[src/rtl/imem_pkg.sv]
// Shared definitions for the instruction memory and the logic that accesses it.
package imem_pkg;

    typedef enum logic [1:0] {
        OWN_NONE   = 2'd0,
        OWN_FETCH  = 2'd1,
        OWN_LOADER = 2'd2
    } owner_t;

    localparam int IMEM_DEPTH = 17;
    localparam int IMEM_IDX_W = 5;

    // A byte address names a whole instruction word only when its two LSBs are zero.
    function automatic logic word_aligned(input logic [1:0] lsb);
        return lsb == 2'b00;
    endfunction

endpackage

[src/rtl/imem_addr_check.sv]
// Converts a byte address to a word index and flags misaligned or out-of-range accesses.
module imem_addr_check
    import imem_pkg::*;
#(
    parameter int ADDR_W = 32,
    parameter int DEPTH  = IMEM_DEPTH,
    parameter int IDX_W  = IMEM_IDX_W
) (
    input  logic [ADDR_W-1:0] addr,
    output logic [IDX_W-1:0]  idx,
    output logic              fault
);

    logic [ADDR_W-1:0] word;

    assign word  = addr >> 2;
    assign idx   = word[IDX_W-1:0];
    assign fault = !word_aligned(addr[1:0]) || (word >= ADDR_W'(DEPTH));

endmodule

[src/rtl/imem_port_arbiter.sv]
// Shares the single-port instruction memory between fetch and loader, one access per cycle,
// steering the one-cycle-late read data back to the port that issued the read.
module imem_port_arbiter
    import imem_pkg::*;
#(
    parameter int ADDR_W        = 32,
    parameter int DEPTH         = IMEM_DEPTH,
    parameter int IDX_W         = IMEM_IDX_W,
    parameter int MAX_FETCH_RUN = 8
) (
    input  logic              clk,
    input  logic              rst,
    input  logic              f_req,
    input  logic [ADDR_W-1:0] f_addr,
    output logic              f_gnt,
    output logic              f_rvalid,
    output logic [31:0]       f_rdata,
    input  logic              ld_hold,
    input  logic              ld_req,
    input  logic              ld_we,
    input  logic [ADDR_W-1:0] ld_addr,
    input  logic [31:0]       ld_wdata,
    output logic              ld_gnt,
    output logic              ld_rvalid,
    output logic [31:0]       ld_rdata,
    output logic              addr_err,
    output logic              mem_en,
    output logic              mem_we,
    output logic [IDX_W-1:0]  mem_idx,
    output logic [31:0]       mem_wdata,
    input  logic [31:0]       mem_rdata
);

    localparam logic [7:0] RUN_MAX = 8'(MAX_FETCH_RUN);

    logic [7:0]        run_cnt;
    owner_t            resp_owner;
    logic              resp_fault;
    logic [31:0]       f_rdata_q;
    logic [31:0]       ld_rdata_q;
    logic [31:0]       resp_data;
    logic [ADDR_W-1:0] acc_addr;
    logic [IDX_W-1:0]  acc_idx;
    logic              acc_fault;
    logic              acc_any;

    // Grants are forced low during reset so every output reads zero while rst is high.
    always_comb begin
        f_gnt  = 1'b0;
        ld_gnt = 1'b0;
        if (!rst) begin
            if (ld_hold) begin
                ld_gnt = ld_req;
            end else if (f_req && ld_req) begin
                if (run_cnt == RUN_MAX) ld_gnt = 1'b1;
                else                    f_gnt  = 1'b1;
            end else begin
                f_gnt  = f_req;
                ld_gnt = ld_req;
            end
        end
    end

    assign acc_addr = ld_gnt ? ld_addr : f_addr;
    assign acc_any  = f_gnt | ld_gnt;

    imem_addr_check #(
        .ADDR_W (ADDR_W),
        .DEPTH  (DEPTH),
        .IDX_W  (IDX_W)
    ) u_addr_check (
        .addr  (acc_addr),
        .idx   (acc_idx),
        .fault (acc_fault)
    );

    // A faulting access keeps its grant but never reaches the array.
    assign mem_en    = acc_any & ~acc_fault;
    assign mem_we    = mem_en & ld_gnt & ld_we;
    assign mem_idx   = mem_en ? acc_idx : '0;
    assign mem_wdata = mem_we ? ld_wdata : '0;

    always_ff @(posedge clk or posedge rst) begin
        if (rst) begin
            run_cnt    <= '0;
            resp_owner <= OWN_NONE;
            resp_fault <= 1'b0;
            addr_err   <= 1'b0;
            f_rdata_q  <= '0;
            ld_rdata_q <= '0;
        end else begin
            if (ld_gnt || !ld_req)
                run_cnt <= '0;
            else if (f_gnt && run_cnt != RUN_MAX)
                run_cnt <= run_cnt + 8'd1;

            if (f_gnt)                resp_owner <= OWN_FETCH;
            else if (ld_gnt && !ld_we) resp_owner <= OWN_LOADER;
            else                       resp_owner <= OWN_NONE;

            resp_fault <= acc_fault;
            addr_err   <= acc_any & acc_fault;

            if (resp_owner == OWN_FETCH)  f_rdata_q  <= resp_data;
            if (resp_owner == OWN_LOADER) ld_rdata_q <= resp_data;
        end
    end

    // The owning port sees the array output live; the other port keeps its last word.
    assign resp_data = resp_fault ? '0 : mem_rdata;
    assign f_rvalid  = resp_owner == OWN_FETCH;
    assign ld_rvalid = resp_owner == OWN_LOADER;
    assign f_rdata   = f_rvalid  ? resp_data : f_rdata_q;
    assign ld_rdata  = ld_rvalid ? resp_data : ld_rdata_q;

endmodule

[config.mk]
export PLATFORM = sky130hd
export DESIGN_NAME = imem_port_arbiter
export DESIGN_NICKNAME = d
export VERILOG_FILES = /design/src/rtl/imem_pkg.sv /design/src/rtl/imem_addr_check.sv /design/src/rtl/imem_port_arbiter.sv
export SDC_FILE = /design/constraint.sdc
export NUM_CORES = 1
export LEC_CHECK = 0
export BUFFER_PORTS_ARGS = -buffer_cell sky130_fd_sc_hd__buf_2
export CORE_MARGIN = 1.5
export CORE_UTILIZATION = 43
export CTS_CLUSTER_SIZE = 28
export DETAILED_ROUTE_END_ITERATION = 12
export GPL_ROUTABILITY_DRIVEN = 1
export HOLD_SLACK_MARGIN = 0.06
export PLACE_DENSITY = 0.88
export RECOVER_POWER = 50
export SYNTH_ARGS = -nofsm -noshare
export SYNTH_HDL_FRONTEND = slang
export SYNTH_SLANG_ARGS = --single-unit
[constraint.sdc]
create_clock -name clk -period 4.7 [get_ports clk]
set_input_delay 0.235 -clock clk [delete_from_list [all_inputs] [get_ports clk]]
set_output_delay 0.235 -clock clk [all_outputs]
set_load 0.01 [all_outputs]
==> impl_metrics.ini <==
[worst_setup_path]
slowest_stage = clkbuf_2
crit_chain = clkbuf_1 > clkinv_2 > clkbuf_2 > o21ai_0 > a41oi_1 > o211ai_1 > a21oi_1 > buf_2
slowest_delay_ns = 1.35
path_delay_family = buffers and inverters
ff2ff_path_depth = 7
crit_buf_inv = 4
start_kind = input port
cp-end-kind = primary output
regToRegStartpoint = run_cnt[0]$_DFFE_PP0P_
reg2reg_to = addr_err$_DFF_PP0_
cp.required_ns = 4.47
path_class = input port to primary output
ff2ff_setup_slack_ns = 2.05
worstPathArrival_ns = 3.23
cp_max_fo = 80

[timing]
fmax_ghz = 0.289
setup_viol = 0
slew_viol_final = 213
rsz0062_at_grt = false
finalHoldViolations = 0
fin_crit_sh_pct = 73.7
fin_crit_ns = 3.47
fin_ws_ns = 1.23
fin_worst_skew_ns = 0.00967
finalSetupTns_ns = 0
relSlewSlack_pct = -36.1
worst_pin_slew_ns = 2.04

[clock_network]
cts-root-buf = clkbuf_8
post_cts_resized = 0
cts_tree = yes
clk_path_buf_depth = 2
cts_setup_buffers = 0
htree_levels = 3
clk_pin_slew_worst_paths_ns = 0.09
cts_buffers = 9
cts_hold_buffers = 0
cts_sinks = 76
clock_latency_ns = 0.34

[floorplanning]
core_sq_um = 8340
die_area_sq_um = 9270
die_h_um = 96.3
die_w_um = 96.3
start_util_pct = 44.9
ioPinCount = 242
num_rows = 33

[logic_synthesis]
synth.top_cell.area_share_pct = 50.8
synth-edff-count = 0
yosysTopAreaCell = dfrtp_1
synth_nets = 567
synth_top_family_by_area = simple AND/OR/NAND/NOR gates
netlist_area_sq_um = 3740
synth.distinct_cells = 36
synthAdderAreaFrac_pct = 0.669
async_reset_ff_share_pct = 100
synth_compound_area_share_pct = 12.4
synthCells = 431
yosys-mux-area-fraction_pct = 0.267
synth_commonest_cells = nand2_1 (78), dfrtp_1 (76), o21ai_0 (65)
synthTopCellsByArea = dfrtp_1 (51%), o21ai_0 (8.7%), nand2_1 (7.8%), nand2b_1 (5.9%), nand3_1 (4.8%)
ys_seq_elements = 76
yosys.area_share.xor_xnor_pct = 1.40
synth_warnings = 0
yosysSeqAreaShare_pct = 50.8
syn_area_per_cell_sq_um = 8.68
yosys.cell_count.top_type = nand2_1
synth-simple-area-share_pct = 29.9
synthFlopType = dfrtp_1

[min_path]
whs_path_depth = 3
holdCritPathClass = input port to register
holdPathEnd = f_rdata_q[15]$_DFF_PP0_
worstHoldStart = mem_rdata[15]

[detailed_routing]
wire_per_inst_um = 16.5
drtPass1Iterations = 5
drt_wl_total_mm = 12.7
drc = 0
drt_iter0_markers = 209
num_vias = 3985
vias_per_cell = 5.21
antenna_left = 0

[layout]
diodes = 0
fin_nets = 791
drive_gt1_share_pct = 41.4
seq_area_sq_um = 1900
areaGrowthSynthToFinish_pct = 38.2
fillers = 724
multi_input_area_sq_um = 1670

[grt]
grt_max_degree = 81
antenna_found_initial = 0
track_usage_pct = 26.7
overflow = 0
grt_pass1_vias = 3922
grt_pass1_wl_mm = 18.5

[pwr]
swShare_pct = 24.2
clkPwrFrac_pct = 40.7
seq_power_share_pct = 48.6
pwr-share-comb_pct = 10.7
p_switching_mw = 0.332
peakVddDrop_mv = 0.153
p_int_mw = 1.04
leakagePower_nw = 2.70
power_density_nw_per_um2 = 265

[placed_design]
pre_cts_ws_ns = 1.81
numPortBuffers = 241
detailed_place_hpwl_mm = 9.97
gp_congestion = 0.963

[run]
max-cap-violations = 3

[status]
status = finished with violations
violations = capacitance limit, slew limit
[routing by layer]
layer	vias up	part of all wire (%)	global-route usage [%]
met4	0	4.8	15.3
met1	1855	36	28.7
met2	198	52	48.9
li1	1899	-	-
met3	33	6.7	4.74
met5	-	0	0
[flip-flops by register name (all words and copies together), names as in the netlist]
name	flops
resp_fault	1
f_rdata_q	32
resp_owner	2
run_cnt	8
addr_err	1
ld_rdata_q	32
[worst max path at each step]
stage | start | endpoint | slack, ns | depth (start not counted)
after global placement | run_cnt[0]$_DFFE_PP0P_ | mem_idx[4] | 1.99 | 9
final | rst | mem_idx[2] | 1.23 | 8
after CTS | run_cnt[0]$_DFFE_PP0P_ | mem_idx[4] | 1.45 | 9
after floorplan | rst | mem_wdata[10] | 1.17 | 7
after detailed placement | run_cnt[0]$_DFFE_PP0P_ | mem_idx[4] | 1.81 | 9
after global routing | rst | mem_idx[2] | 0.61 | 8
[area by class of cell]
type	count	share of cell area, %
multi-input combinational	318	32.2
clock buffer	10	2.66
sequential	76	36.8
clock inverter	6	1.81
tap	105	2.54
timing repair buffer	242	23.4
inverter	8	0.605
[cells in the final DEF, fill, tap and decap left out, types with 3 or more instances in the layout]
master	n
buf_2	239
nand2_1	79
dfrtp_1	76
o21ai_0	66
nand3_1	36
nor2_1	36
nand2b_1	35
nor4_1	13
a21oi_1	10
clkbuf_8	10
nor2_2	8
inv_1	7
xor2_1	6
nand4_1	5
nor2b_1	5
nor3_1	3
[cell families (layout without fill, tap and decap cells)]
family | count (synthesis) | after routing
muxes | 1 | 1
buffers and inverters | 37 | 266
adders and majority gates | 2 | 2
DFF | 76 | 76
xor gates and xnor gates | 6 | 6
and+or+nand+nor | 226 | 226
AOI/OAI and AO/OA | 83 | 83
[power by group through the flow]
stage	Sequential, mW	Combinational, mW	Clock (mW)
2_1_floorplan	0.679	0.0622	0
3_3_place_gp	0.680	0.143	0
3_5_place_dp	0.680	0.148	0
4_1_cts	0.667	0.148	0.573
5_1_grt	0.669	0.162	0.599
6_report	0.667	0.146	0.559
[worst register-to-register path, delay by kind of cell, from the launching register on]
family	cells	cell delay, ns
fa+ha+maj	1	0.22
buf+inv	1	0.08
compound gates	2	1.32
simple gates	3	0.59
flops	1	0.38
[metrics by stage]
step / total power [mW] / area (sq um) / std cells / hold slack (ns) / utilization (%)
6_report: 1.37 / 5170 / 765 / 0.188 / 62.0
5_1_grt: 1.43 / 5170 / 765 / 0.208 / 62.0
4_1_cts: 1.39 / 5190 / 765 / 0.177 / 62.2
3_5_place_dp: 0.828 / 4960 / 749 / 0.476 / 59.4
3_3_place_gp: 0.823 / 4960 / 749 / 0.465 / 59.4
2_1_floorplan: 0.742 / 3740 / 431 / 0.373 / -
(Power assumes the default switching activity.)
